===== config.mk =====
export PLATFORM = sky130hd
export DESIGN_NAME = fifo_rr_sched
export DESIGN_NICKNAME = d
export VERILOG_FILES = /design/src/rtl/fifo_rr_sched.sv
export SDC_FILE = /design/constraint.sdc
export NUM_CORES = 1
export LEC_CHECK = 0
export ABC_AREA = 1
export CAP_MARGIN = 20
export CORE_UTILIZATION = 37
export CTS_CLUSTER_SIZE = 25
export DETAILED_ROUTE_END_ITERATION = 16
export PLACE_DENSITY = 0.8
export SYNTH_ARGS = -nofsm -noshare
export SYNTH_HDL_FRONTEND = slang
export SYNTH_SLANG_ARGS = --single-unit

===== constraint.sdc =====
create_clock -name clk -period 2 [get_ports clk]
set_clock_uncertainty 0.05 [all_clocks]
set_input_delay 0.2 -clock clk [delete_from_list [all_inputs] [get_ports clk]]
set_output_delay 0.2 -clock clk [all_outputs]
set_load 0.01 [all_outputs]

===== src/rtl/fifo_rr_sched.sv =====
// Round-robin read scheduler: drains NCH sync FIFOs into one valid/ready stream,
// granting one channel at a time for a burst of up to BURST words.
module fifo_rr_sched #(
  parameter int unsigned NCH        = 4,
  parameter int unsigned CH_W       = 2,
  parameter int unsigned DATA_WIDTH = 8,
  parameter int unsigned BURST      = 4,
  parameter int unsigned BCNT_W     = 3
) (
  input  logic                      clk,
  input  logic                      rstn,
  input  logic                      en,
  input  logic [NCH-1:0]            ch_mask,
  input  logic [NCH-1:0]            ch_empty,
  input  logic [NCH*DATA_WIDTH-1:0] ch_q,
  output logic [NCH-1:0]            ch_rd_req,
  output logic                      out_valid,
  input  logic                      out_ready,
  output logic [DATA_WIDTH-1:0]     out_data,
  output logic [CH_W-1:0]           out_ch,
  output logic                      out_last,
  output logic                      busy
);

  typedef enum logic {IDLE, XFER} state_e;

  state_e              state_q, state_d;
  logic [CH_W-1:0]     gnt_q, gnt_d;
  logic [CH_W-1:0]     ptr_q, ptr_d;
  logic [BCNT_W-1:0]   cnt_q, cnt_d;

  logic [NCH-1:0]        elig;
  logic                  found;
  logic [CH_W-1:0]       pick;
  logic [CH_W-1:0]       idx;
  logic [CH_W-1:0]       ptr_next;
  logic [DATA_WIDTH-1:0] head;
  logic                  gnt_empty;
  logic                  pop;

  assign elig      = ~ch_empty & ch_mask;
  assign head      = ch_q[32'(gnt_q)*DATA_WIDTH +: DATA_WIDTH];
  assign gnt_empty = ch_empty[gnt_q];
  assign ptr_next  = (gnt_q == CH_W'(NCH-1)) ? '0 : gnt_q + CH_W'(1);

  // First eligible channel searching upward from ptr, wrapping at NCH.
  always_comb begin
    found = 1'b0;
    pick  = '0;
    idx   = '0;
    for (int unsigned k = 0; k < NCH; k++) begin
      idx = CH_W'((32'(ptr_q) + k) % NCH);
      if (!found && elig[idx]) begin
        found = 1'b1;
        pick  = idx;
      end
    end
  end

  always_comb begin
    state_d   = state_q;
    gnt_d     = gnt_q;
    ptr_d     = ptr_q;
    cnt_d     = cnt_q;
    out_valid = 1'b0;
    out_data  = '0;
    out_ch    = '0;
    out_last  = 1'b0;
    ch_rd_req = '0;
    busy      = 1'b0;
    pop       = 1'b0;
    case (state_q)
      IDLE: begin
        if (en && found) begin
          gnt_d   = pick;
          cnt_d   = '0;
          state_d = XFER;
        end
      end
      XFER: begin
        busy      = 1'b1;
        out_valid = !gnt_empty;
        out_data  = head;
        out_ch    = gnt_q;
        out_last  = out_valid && ((cnt_q == BCNT_W'(BURST-1)) || !en);
        pop       = out_valid && out_ready;
        if (pop) begin
          ch_rd_req = NCH'(1) << gnt_q;
          cnt_d     = cnt_q + BCNT_W'(1);
        end
        // Leave on the last accepted word, or as soon as the granted FIFO runs dry.
        if ((pop && out_last) || !out_valid) begin
          state_d = IDLE;
          ptr_d   = ptr_next;
        end
      end
      default: state_d = IDLE;
    endcase
  end

  always_ff @(posedge clk or negedge rstn) begin
    if (!rstn) begin
      state_q <= IDLE;
      gnt_q   <= '0;
      ptr_q   <= '0;
      cnt_q   <= '0;
    end else begin
      state_q <= state_d;
      gnt_q   <= gnt_d;
      ptr_q   <= ptr_d;
      cnt_q   <= cnt_d;
    end
  end

endmodule


; ---- Word-level counts from Yosys, hierarchy flattened
; Cells that the tools add are included.
[op_classes]
reduce_logical = 17
eq_ne = 4
shifts = 2
addsub = 5
muxes = 32
magnitude_cmp = 5
n_bitwise = 3
[op_table]
columns = op, count
row1 = 32-bit by 6-bit variable part select with 8-bit output, 1
row2 = "2-bit by 3-bit < comparator with 1-bit output, second input constant", 5
row3 = 1-bit 2-to-1 mux, 14
row4 = 2-bit 2-to-1 mux, 6
row5 = 1-bit binary-select mux with 2-bit select, 5
row6 = 4-bit 2-to-1 mux, 2
row7 = 8-bit 2-to-1 mux, 1
row8 = 1-bit logical AND, 7
row9 = 3-bit 2-to-1 mux, 2
row10 = 3-bit case mux with 2 select lines, 1
row11 = 2-bit AND reduction, 3
row12 = 1-bit logical NOT, 5
row13 = "2-bit by 1-bit adder with 2-bit output, second input constant", 2
row14 = "2-bit adder, second input constant", 2
row15 = 4-bit bitwise AND, 1
row16 = 4-bit inverter, 1
row17 = "1-bit by 2-bit left shift with 4-bit output, first input constant", 1
row18 = "3-bit by 1-bit adder with 3-bit output, second input constant", 1
row19 = "3-bit by 2-bit equality test with 1-bit output, second input constant", 1
row20 = "2-bit equality test, second input constant", 1
row21 = 1-bit logical OR, 2
row22 = "2-bit by 1-bit inequality test with 1-bit output, second input constant", 1
row23 = "2-bit inequality test, second input constant", 1
row24 = 1-bit case mux with 2 select lines, 1
row25 = 1-bit inverter, 1
[word_totals]
out_inout_bits = 17
elab_cells = 72
inputBits = 44
ff_bits = 8

; ---- Depth between registers and ports, before layout
; Gate-level depths: netlist of run 1.
[logic_depth]
ltp_word = 17
ltp_mapped = 11
ltp_nobuf = 10

; ---- Worst setup path after synthesis of run 1
; Ideal clock, no wire load.
[synth_path]
kind = register to output
startpoint = register gnt_q[0]
endpoint = output port ch_rd_req[0]
path_stages_with_launch = 6
required_ns = 1.750
arrival_time_ns = 1.242
path_slack_ns = 0.508
cell_sequence = dfrtp_1 inv_1 clkbuf_1 ha_1 inv_1 nor2_1
[synth_via]
elab_chain_cells = 6
[synth_rtl]
columns = item, line
row1 = from (decl), 28  ; logic [CH_W-1:0] gnt_q, gnt_d;
row2 = from (signal assigned), 109  ; gnt_q <= gnt_d;
row3 = 1-bit binary-select mux with 2-bit select, 43  ; assign gnt_empty = ch_empty[gnt_q];
row4 = 1-bit 2-to-1 mux (not written as such), 43
row5 = 1-bit logical NOT, 82  ; out_valid = !gnt_empty;
row6 = 1-bit logical AND, 86  ; pop = out_valid && out_ready;
row7 = 4-bit 2-to-1 mux (*), 87  ; if (pop) begin
row8 = 4-bit 2-to-1 mux (*), 72  ; case (state_q)
row9 = to (decl), 16  ; output logic [NCH-1:0] ch_rd_req,
; Every way passes the cells marked *; elsewhere a longest branch is shown, timed or not. The select of a mux whose other input is x is not followed.

; ---- Final worst setup path of run 1
[layout_path]
startpoint = register gnt_q[0]
endpoint = output port out_data[6]
[layout_via]
elab_chain_cells = 2
[layout_rtl]
columns = item, line
row1 = 32-bit by 6-bit variable part select with 8-bit output, 42  ; assign head = ch_q[32'(gnt_q)*DATA_WIDTH +: DATA_WIDTH];
row2 = 8-bit 2-to-1 mux, 72
row3 = to (decl), 19  ; output logic [DATA_WIDTH-1:0] out_data,
; Every way passes these cells.

==> summary.md, run 1 <==
| Metric | Value |
|---|---|
| Count leader, synth | nor2_1 |
| Syn Inst Count | 176 |
| Crit-path most repeated cell | buf_4 |
| Top FF cell, synth | dfrtp_1 |
| Area grow syn2layout | 70.7% |
| Synth top cells by count | nor2_1 (38), nand2_1 (33), nand3_1 (22), o21ai_0 (18), inv_1 (15) |
| Die Area | 2960 sq um |
| Final ANT Viol Nets | 0 |
| Post-synth design cell area | 1020 sq um |
| Met1 Routed Length | 1500 um |
| Top sig layer | met3 |
| Worst path slowest cell | dfrtp_2 |
| Clk Tree Root Cell | clkbuf_4 |
| Placed Cells | 271 |
| Worst-path clk slew | 0.06 ns |
| Simple-Gate Fraction of Synth Area | 42.0% |
| IO Count | 61 |
| Placer's final routability congestion estimate | 0.760 |
| Die height | 54.4 um |
| F_max | 524 MHz |
| Yosys Warn Count | 0 |
| Largest net degree at the start of global routing | 12 |
| Largest family of logic cells by synthesized area | simple AND/OR/NAND/NOR gates |
| FP Rows | 18 |
| P_leak | 0.866 nW |
| All-Layer GR Usage | 22.3% |
| ANT cells | 0 |
| Post-route DRC violation count | 0 |
| Clk sinks | 8 |
| Crit Path Max Fanout | 11 |
| Vias in the first global route | 1,134 |
| Final instance area | 1730 sq um |
| Share of cells above drive strength 1 | 11.3% |
| H-tree depth | 1 |
| Initial drt markers | 24 |
| Synth Area in Compound Gates | 20.8% |
| Core ar. | 2540 sq um |
| WP data required | 1.75 ns |
| Via Count | 1,346 |
| Async S/R FF share, synth | 100% |
| Total congestion overflow | 0 |
| Setup violators final | 0 |
| VDD IR max | 0.835 mV |
| Largest cells by area after synthesis | dfrtp_1 (20%), nor2_1 (14%), nand2_1 (12%) |
| Avg Inst Size Synth | 5.77 sq um |
| Power per Cell Area | 1140 nW/um^2 |
| EDFF count, synth | 0 |
| CTS Hold Bufs | 0 |
| Via/cell ratio | 4.84 |
| CP max stage delay | 0.44 ns |
| Clk buf depth | 2 |
| Slew HR | 74.7% |
| Count of port buffers added during placement | 60 |
| Hold_ws | 0.183 ns |
| WL final | 3230 um |
| CTS buffer count | 3 |
| Worst-Margin Slew | 0.379 ns |
| Synth Area in XOR/XNOR | 0% |
| DR WL met3 | 129 um |
| Starting density of the core | 39.9% |
| First-pass GRT wire length | 4790 um |
| Multiplexer share of the synthesized area | 0% |
| Die width | 54.4 um |
| Worst path top cell family by delay | buffers and inverters |
| Max-cap violation count | 0 |
| Critical path class | reg -> out |
| Arrival time of the worst setup path | 1.66 ns |
| DRT Pass-1 Iters | 4 |
| Hold WC Path Type | in -> async |
| Leading area contributor after synthesis | dfrtp_1 |
| Syn nets | 226 |
| Crit end category | output pin |
| Final non-filler cell total | 278 |
| CTS tree | yes |
| Initial antenna violation count | 0 |
| Synth Area in Adders | 7.39% |
| Final hold violations | 0 |
| Clk_lat worst skew | 0.25 ns |
| Placed cell areas | 1700 sq um |
| Routed met2 length | 1600 um |
| Slew Viols, Final | 0 |
| CP Buf/Inv Count | 4 |
| Final Net Count | 300 |
| Register area share after synthesis | 19.7% |
| Count of unique library cells instantiated by Yosys | 24 |
| Tcrit/Tclk final | 95.3% |
| Outcome | finished, final reports clean |
| Period minus WS final | 1.91 ns |
| CP Cell Sequence | buf_4 > inv_1 > buf_4 > o21ai_0 > a21oi_1 > dlygate4sd2_1 |
| Yosys top cell area share | 19.7% |
| Crit path launch type | register |
| Yosys reg bits | 8 |
| WL/cell | 11.6 um |
| Hpwl dp | 2570 um |
| Unrepaired setup endpoints after global routing | true |
## flip-flops by register name (all words and copies together), names as in the netlist
signal,cells
cnt_q,3
gnt_q,2
ptr_q,2
state_q,1
## power breakdown
| part | leakage [nW] | switching (mW) | internal [mW] | total, mW |
|---|---|---|---|---|
| sequential | 0.100 | 0.0943 | 0.235 | 0.330 |
| combinational | 0.752 | 0.848 | 0.681 | 1.53 |
| clock | 0.0138 | 0.0553 | 0.0687 | 0.124 |
## through the flow
stage | util (%) | TNS, ns | total power [mW] | worst slack, ns
global placement | 66.7 | -0.380 | 1.85 | -0.0894
finish | 68.1 | 0 | 1.98 | 0.0934
CTS | 68.1 | 0 | 1.99 | 0.0751
detailed placement | 66.7 | -0.499 | 1.87 | -0.116
global route | 68.1 | -0.00329 | 2.20 | -0.00329
floorplan | - | 0 | 1.25 | 0.508
## layer usage
metal	track usage (%)	up-vias
met1	29.2	589
met4	3.85	0
met3	3.89	0
li1	-	725
met5	0	-
met2	38.2	32
## cells by family (layout without fill, tap and decap cells)
family	count (synthesis)	count (layout)
fa+ha+maj	6	6
flops	8	8
buf+inv	24	96
compound gates	37	37
simple gates	101	101
## cell usage in the layout (no fill, tap or decap)
cell type / count
a21oi_1: 12
a21oi_2: 1
a21oi_4: 1
a22oi_1: 1
buf_4: 14
clkbuf_2: 1
clkbuf_4: 3
clkdlybuf4s15_1: 3
clkdlybuf4s50_1: 46
dfrtp_1: 7
dfrtp_2: 1
dlygate4sd2_1: 10
ha_1: 6
inv_1: 15
inv_2: 4
nand2_1: 33
nand2_2: 2
nand3_1: 22
nand4_1: 4
nor2_1: 38
o21a_1: 1
o21ai_0: 15
o21ai_1: 4
o21ai_2: 1
o31ai_1: 1
or2_0: 2
## layout make-up
type	instances	area (sq um)
fill	247	811
multi-input combinational	144	713
timing repair buffer	74	688
sequential	8	201
inverter	19	71.3
tap	30	37.5
clock buffer	3	22.5
## repair_timing
item,in CTS,in global routing
resized for setup,15,8
endpoints found under the setup margin,14,7
buffers inserted,4,0
pin swaps,1,0
## worst paths after layout
path / cells past startpoint / slack [ns] / to / startpoint
max in group asynchronous: 1 / 1.42 / gnt_q[0] / rstn
hold reg to reg: 2 / 0.46 / cnt_q[2] / cnt_q[2]
hold / removal: 1 / 0.18 / ptr_q[0] / rstn
setup reg to reg: 9 / 0.33 / gnt_q[1] / ptr_q[0]
setup / recovery: 6 / 0.09 / out_data[6] / gnt_q[0]
min in group clk: 2 / 0.46 / cnt_q[2] / cnt_q[2]
(Power assumes the default switching activity.)
==> inputs of run 2 (changes only) <==
--- a/config.mk
+++ b/config.mk
@@ -8,9 +8,10 @@
 export ABC_AREA = 1
 export CAP_MARGIN = 20
 export CORE_UTILIZATION = 37
-export CTS_CLUSTER_SIZE = 25
+export CTS_CLUSTER_SIZE = 8
 export DETAILED_ROUTE_END_ITERATION = 16
 export PLACE_DENSITY = 0.8
+export REMOVE_ABC_BUFFERS = 1
 export SYNTH_ARGS = -nofsm -noshare
 export SYNTH_HDL_FRONTEND = slang
 export SYNTH_SLANG_ARGS = --single-unit
==> summary.md, run 2 (synthesized netlist as in run 1, its figures left out) <==
| Metric | Value |
|---|---|
| Outcome | finished, final reports clean |
| Clk Tree Root Cell | clkbuf_4 |
| Commonest non-fill, non-tap cell in the layout | clkdlybuf4s50_1 |
| P_leak | 0.897 nW |
| CP Cell Sequence | a21oi_1 > o21ai_2 > a21oi_4 > buf_4 > nand2_2 > nor2_1 > dlygate4sd2_1 |
| Placed cell areas | 1720 sq um |
| Worst-Margin Slew | 0.389 ns |
| Die height | 54.4 um |
| Area grow syn2layout | 72.5% |
| FF+latch area | 200 sq um |
| Max-cap violation count | 0 |
| CTS buffer count | 3 |
| CTS Hold Bufs | 0 |
| IO Count | 61 |
| H-tree depth | 1 |
| Clk sinks | 8 |
| WP data required | 1.75 ns |
| Tot Pwr | 2.00 mW |
| Worst-path clk slew | 0.05 ns |
| CP max stage delay | 0.42 ns |
| Hold_ws | 0.191 ns |
| Final instance area | 1750 sq um |
| Filler instances | 224 |
| Slew HR | 74.0% |
| FP Rows | 18 |
| ANT cells | 0 |
| Most flops, register | cnt_q |
| WL/cell | 11.4 um |
| Final Net Count | 300 |
| Arrival time of the worst setup path | 1.68 ns |
| Final hold violations | 0 |
| Area of the multi-input gates | 717 sq um |
| WL final | 3160 um |
| Core ar. | 2540 sq um |
| Tcrit/Tclk final | 96.7% |
| Via Count | 1,379 |
| CTS tree | yes |
| VDD IR max | 0.722 mV |
| Vias in the first global route | 1,243 |
| Clk_lat worst skew | 0.25 ns |
| Power per Cell Area | 1140 nW/um^2 |
| Worst reg-to-reg setup slack | 0.33 ns |
| Share of cells above drive strength 1 | 10.9% |
| Crit Path Max Fanout | 5 |
| Via/cell ratio | 4.96 |
| Crit. Startpoint | gnt_q[0] |
| Die Area | 2960 sq um |
| Crit end category | output pin |
| Hpwl dp | 2490 um |
| Clk buf depth | 2 |
| Initial antenna violation count | 0 |
| Final ANT Viol Nets | 0 |
| Starting density of the core | 39.9% |
| Largest net degree at the start of global routing | 18 |
| Post-route DRC violation count | 0 |
| Crit path launch type | register |
| Placer's final routability congestion estimate | 0.798 |
| Commonest non-fill, non-tap cells in the layout | clkdlybuf4s50_1 (46), nor2_1 (38), nand2_1 (33) |
| Worst path slowest cell | dfrtp_1 |
| Unrepaired setup endpoints after global routing | true |
| All-Layer GR Usage | 22.8% |
| Period minus WS final | 1.93 ns |
| Total congestion overflow | 0 |
| Count of port buffers added during placement | 60 |
| Die width | 54.4 um |
| Initial drt markers | 28 |
| Max reg flops | 3 |
| FF-to-FF path depth | 10 |
| DRT Pass-1 Iters | 4 |
| Largest regs | cnt_q x3, gnt_q x2, ptr_q x2 |
| First-pass GRT wire length | 4960 um |
| Reg-to-reg startpoint | ptr_q[0] |
| Hold WC Path Type | in -> async |
| F_max | 517 MHz |
| Setup violators final | 0 |
| Critical path class | reg -> out |
| Slew Viols, Final | 0 |
run 2: worst paths after layout:
check / end
hold / removal: state_q
min in group clk: cnt_q[1]
setup reg to reg: gnt_q[1]
max in group asynchronous: gnt_q[1]
hold reg to reg: cnt_q[1]
setup / recovery: ch_rd_req[1]
run 2: timing repair:
action	in CTS	in global routing
gates resized for setup	14	1
endpoints found under the hold margin	0	0
gates cloned	0	0
pin swaps	1	0
endpoints found under the setup margin	14	5
setup buffers	3	0
run 2: layer usage:
layer  routed length, um  track usage [%]  vias to the layer above  part of all wire, %
met5                   0                0                        -                    0
met3                 178             6.39                        4                  5.6
met1                1430             26.4                      601                   45
met2                1530             41.7                       47                   48
met4                  17             3.85                        0                 0.54
li1                    -                -                      727                    -
run 2: power by group:
part | internal, mW | switching (mW)
registers | 0.233 | 0.105
logic | 0.704 | 0.841
clock network | 0.0683 | 0.0500
total | 1.01 | 0.996
run 2: worst max-delay path: cells and delay by family (launching register included):
family	cells	cell delay, ns
AO/OA/AOI/OAI	3	0.43
flip-flops	1	0.42
buffers and inverters	2	0.40
AND/OR/NAND/NOR	2	0.17
run 2: layout make-up:
cell class	instances	share of cell area, %
clock buffers	3	1.28
repair buffers	74	40.2
inverters	19	4.07
multi-input cells	144	40.9
well taps	30	2.14
flip-flops and latches	8	11.4
run 2: stage by stage:
stage | setup TNS [ns] | cells | util [%] | worst slack (ns)
finish | 0 | 278 | 68.9 | 0.0668
global route | -0.0972 | 278 | 68.9 | -0.0270
CTS | -0.0225 | 278 | 68.8 | -0.0225
detailed placement | -0.456 | 272 | 67.5 | -0.113
global placement | -0.431 | 272 | 67.5 | -0.113
floorplan | 0 | 171 | - | 0.252
==> inputs of run 3 (changes only) <==
--- a/config.mk
+++ b/config.mk
@@ -5,13 +5,14 @@
 export SDC_FILE = /design/constraint.sdc
 export NUM_CORES = 1
 export LEC_CHECK = 0
-export ABC_AREA = 1
+export ABC_AREA = 0
 export CAP_MARGIN = 20
-export CORE_UTILIZATION = 37
+export CORE_UTILIZATION = 35
 export CTS_CLUSTER_SIZE = 8
 export DETAILED_ROUTE_END_ITERATION = 16
 export PLACE_DENSITY = 0.8
 export REMOVE_ABC_BUFFERS = 1
+export SETUP_SLACK_MARGIN = 0.3
 export SYNTH_ARGS = -nofsm -noshare
 export SYNTH_HDL_FRONTEND = slang
 export SYNTH_SLANG_ARGS = --single-unit
==> summary.md, run 3 <==
| Metric | Value |
|---|---|
| Worst-Margin Slew | 0.522 ns |
| Placer's final routability congestion estimate | 0.802 |
| Commonest non-fill, non-tap cells in the layout | clkdlybuf4s50_1 (44), buf_4 (15), and2_1 (11) |
| Power per Cell Area | 1050 nW/um^2 |
| VDD IR max | 0.752 mV |
| CP endpoint | ptr_q[0] |
| Crit Path Max Fanout | 2 |
| Final ANT Viol Nets | 0 |
| Count of port buffers added during placement | 60 |
| Top FF cell, synth | dfrtp_1 |
| Final hold violations | 0 |
| Slew Viols, Final | 0 |
| CTS Hold Bufs | 0 |
| Post-route DRC violation count | 0 |
| Filler instances | 152 |
| P_leak | 0.796 nW |
| FP Rows | 17 |
| Hpwl dp | 2140 um |
| Starting density of the core | 38.6% |
| Unrepaired setup endpoints after global routing | true |
| Worst reg-to-reg setup slack | -0.07 ns |
| Setup violators final | 6 |
| Worst path slowest cell | mux4_2 |
| Via/cell ratio | 5.27 |
| Failing checks | negative setup slack |
| Die width | 52.6 um |
| Clk_lat worst skew | 0.26 ns |
| Async S/R FF share, synth | 100% |
| Initial antenna violation count | 0 |
| Crit end category | register |
| RR Endpoint | ptr_q[0] |
| Hold WC Path Type | in -> async |
| WL final | 3170 um |
| Placed cell areas | 1580 sq um |
| First-pass GRT wire length | 4200 um |
| Commonest non-fill, non-tap cell in the layout | clkdlybuf4s50_1 |
| Yosys top cell area share | 22.6% |
| CP Cell Sequence | buf_12 > mux4_2 > buf_6 > buf_4 > buf_6 > o21ai_4 > mux2_4 |
| CTS tree | yes |
| Outcome | finished, violations left |
| Initial drt markers | 19 |
| Share of cells above drive strength 1 | 39.1% |
| Crit path launch type | register |
| Worst-path clk slew | 0.06 ns |
| Post-synth design cell area | 896 sq um |
| Hold_ws | 0.172 ns |
| DRT Pass-1 Iters | 4 |
| ANT cells | 0 |
| WL/cell | 16.1 um |
| FF-to-FF path depth | 7 |
| Total congestion overflow | 0 |
| EDFF count, synth | 0 |
| F_max | 482 MHz |
| Final Net Count | 221 |
| Tcrit/Tclk final | 104% |
| Yosys reg bits | 8 |
| Reg-to-reg startpoint | gnt_q[0] |
| Synth top cells by count | and2_1 (14), mux4_2 (9), dfrtp_1 (8), ha_1 (6) |
| WP data required | 2.09 ns |
| Final instance area | 1780 sq um |
| Clk sinks | 8 |
| CP max stage delay | 0.53 ns |
| Largest net degree at the start of global routing | 14 |
| All-Layer GR Usage | 21.1% |
| Via Count | 1,039 |
| Leading area contributor after synthesis | mux4_2 |
| Largest cells by area after synthesis | mux4_2 (23%), dfrtp_1 (22%), and2_1 (9.8%) |
| Die height | 52.6 um |
| Slew HR | 64.9% |
| Setup ws final | -0.0745 ns |
| H-tree depth | 1 |
| Die Area | 2770 sq um |
| CTS buffer count | 3 |
| Crit-path most repeated cell | buf_6 |
| Clk Tree Root Cell | clkbuf_4 |
| IO Count | 61 |
| Syn Inst Count | 86 |
| Count of unique library cells instantiated by Yosys | 31 |
| Max-cap violation count | 0 |
| Clk buf depth | 2 |
| Arrival time of the worst setup path | 2.17 ns |
| Final non-filler cell total | 197 |
| Post-layout util | 76.9% |
| Area grow syn2layout | 99.0% |
| Register area share after synthesis | 22.3% |
| Most flops, register | cnt_q |
| Max reg flops | 3 |
| Core ar. | 2320 sq um |
| Critical path class | reg -> reg |
| Crit. Startpoint | gnt_q[0] |
| DP Worst Slack | -0.337 ns |
| Period minus WS final | 2.07 ns |
| Yosys Warn Count | 0 |
| Count leader, synth | and2_1 |
| Placed Cells | 179 |
| Vias in the first global route | 933 |
| Avg Inst Size Synth | 10.4 sq um |
| Largest regs | cnt_q x3, gnt_q x2, ptr_q x2 |
-- run 3: cell count changes after synthesis, sizes merged, moves of 3 or more --
cell | before | now
a21oi | 14 | 4
o21ai | 20 | 2
nor2b | 0 | 6
nand2 | 35 | 3
and2 | 0 | 14
nand3 | 22 | 0
mux4 | 0 | 9
mux2 | 0 | 3
nand4 | 4 | 0
inv | 19 | 5
nand2b | 0 | 5
nor2 | 38 | 3
-- run 3: worst min-delay path by stage --
stage,end,slack (ns),depth (start not counted)
after detailed placement,cnt_q[2],0.42,1
after CTS,state_q,0.18,1
final,cnt_q[2],0.17,1
after floorplan,cnt_q[0],-0.15,0
after global placement,cnt_q[2],0.41,1
after global routing,cnt_q[1],0.18,1
-- run 3: stage by stage --
step / total power [mW] / TNS [ns]
2_1_floorplan: 0.862 / -0.0670
3_3_place_gp: 1.29 / -1.79
3_5_place_dp: 1.32 / -2.07
4_1_cts: 1.70 / -0.228
5_1_grt: 1.97 / -1.02
6_report: 1.87 / -0.324
-- run 3: power by group --
| group | total, mW | switching (mW) | internal, mW |
|---|---|---|---|
| Sequential | 0.321 | 0.0880 | 0.233 |
| Clock | 0.129 | 0.0601 | 0.0690 |
| Combinational | 1.42 | 0.538 | 0.878 |
| Total | 1.87 | 0.686 | 1.18 |
-- run 3: area by class of cell --
cell class / count / area, sq um / share of cell area (%)
clock buffer: 3 / 22.5 / 1.26
inverter: 5 / 18.8 / 1.05
multi-input combinational: 70 / 702 / 39.4
sequential: 8 / 203 / 11.4
tap: 28 / 35.0 / 1.96
timing repair buffer: 83 / 802 / 45.0
-- run 3: kinds of logic after synthesis --
| family | synth area share, % |
|---|---|
| AND/OR/NAND/NOR | 23.5 |
| AO/OA/AOI/OAI | 15.9 |
| multiplexers | 26.4 |
| buffers and inverters | 3.49 |
| flip-flops | 22.3 |
| adder cells (fa/ha/maj) | 8.38 |
-- run 3: worst max-delay path: cells and delay by family, from the launching register on --
family          cells  cell delay [ns]
buf+inv             4             0.49
flops               1             0.38
mux                 2             0.85
compound gates      1             0.17
-- run 3: metal layers --
metal  wire (um)  up-vias  track usage (%)
met1        1240      493             25.5
met3         263        8             5.22
met5           0        -                0
li1            -      490                -
met2        1600       48             36.5
met4          64        0             6.58
-- run 3: what timing repair did --
action	in CTS	in global routing
setup endpoints to repair	19	21
hold endpoints to repair	0	0
resized for setup	73	9
gates cloned	1	1
buffers inserted	6	7
pin swaps	8	4
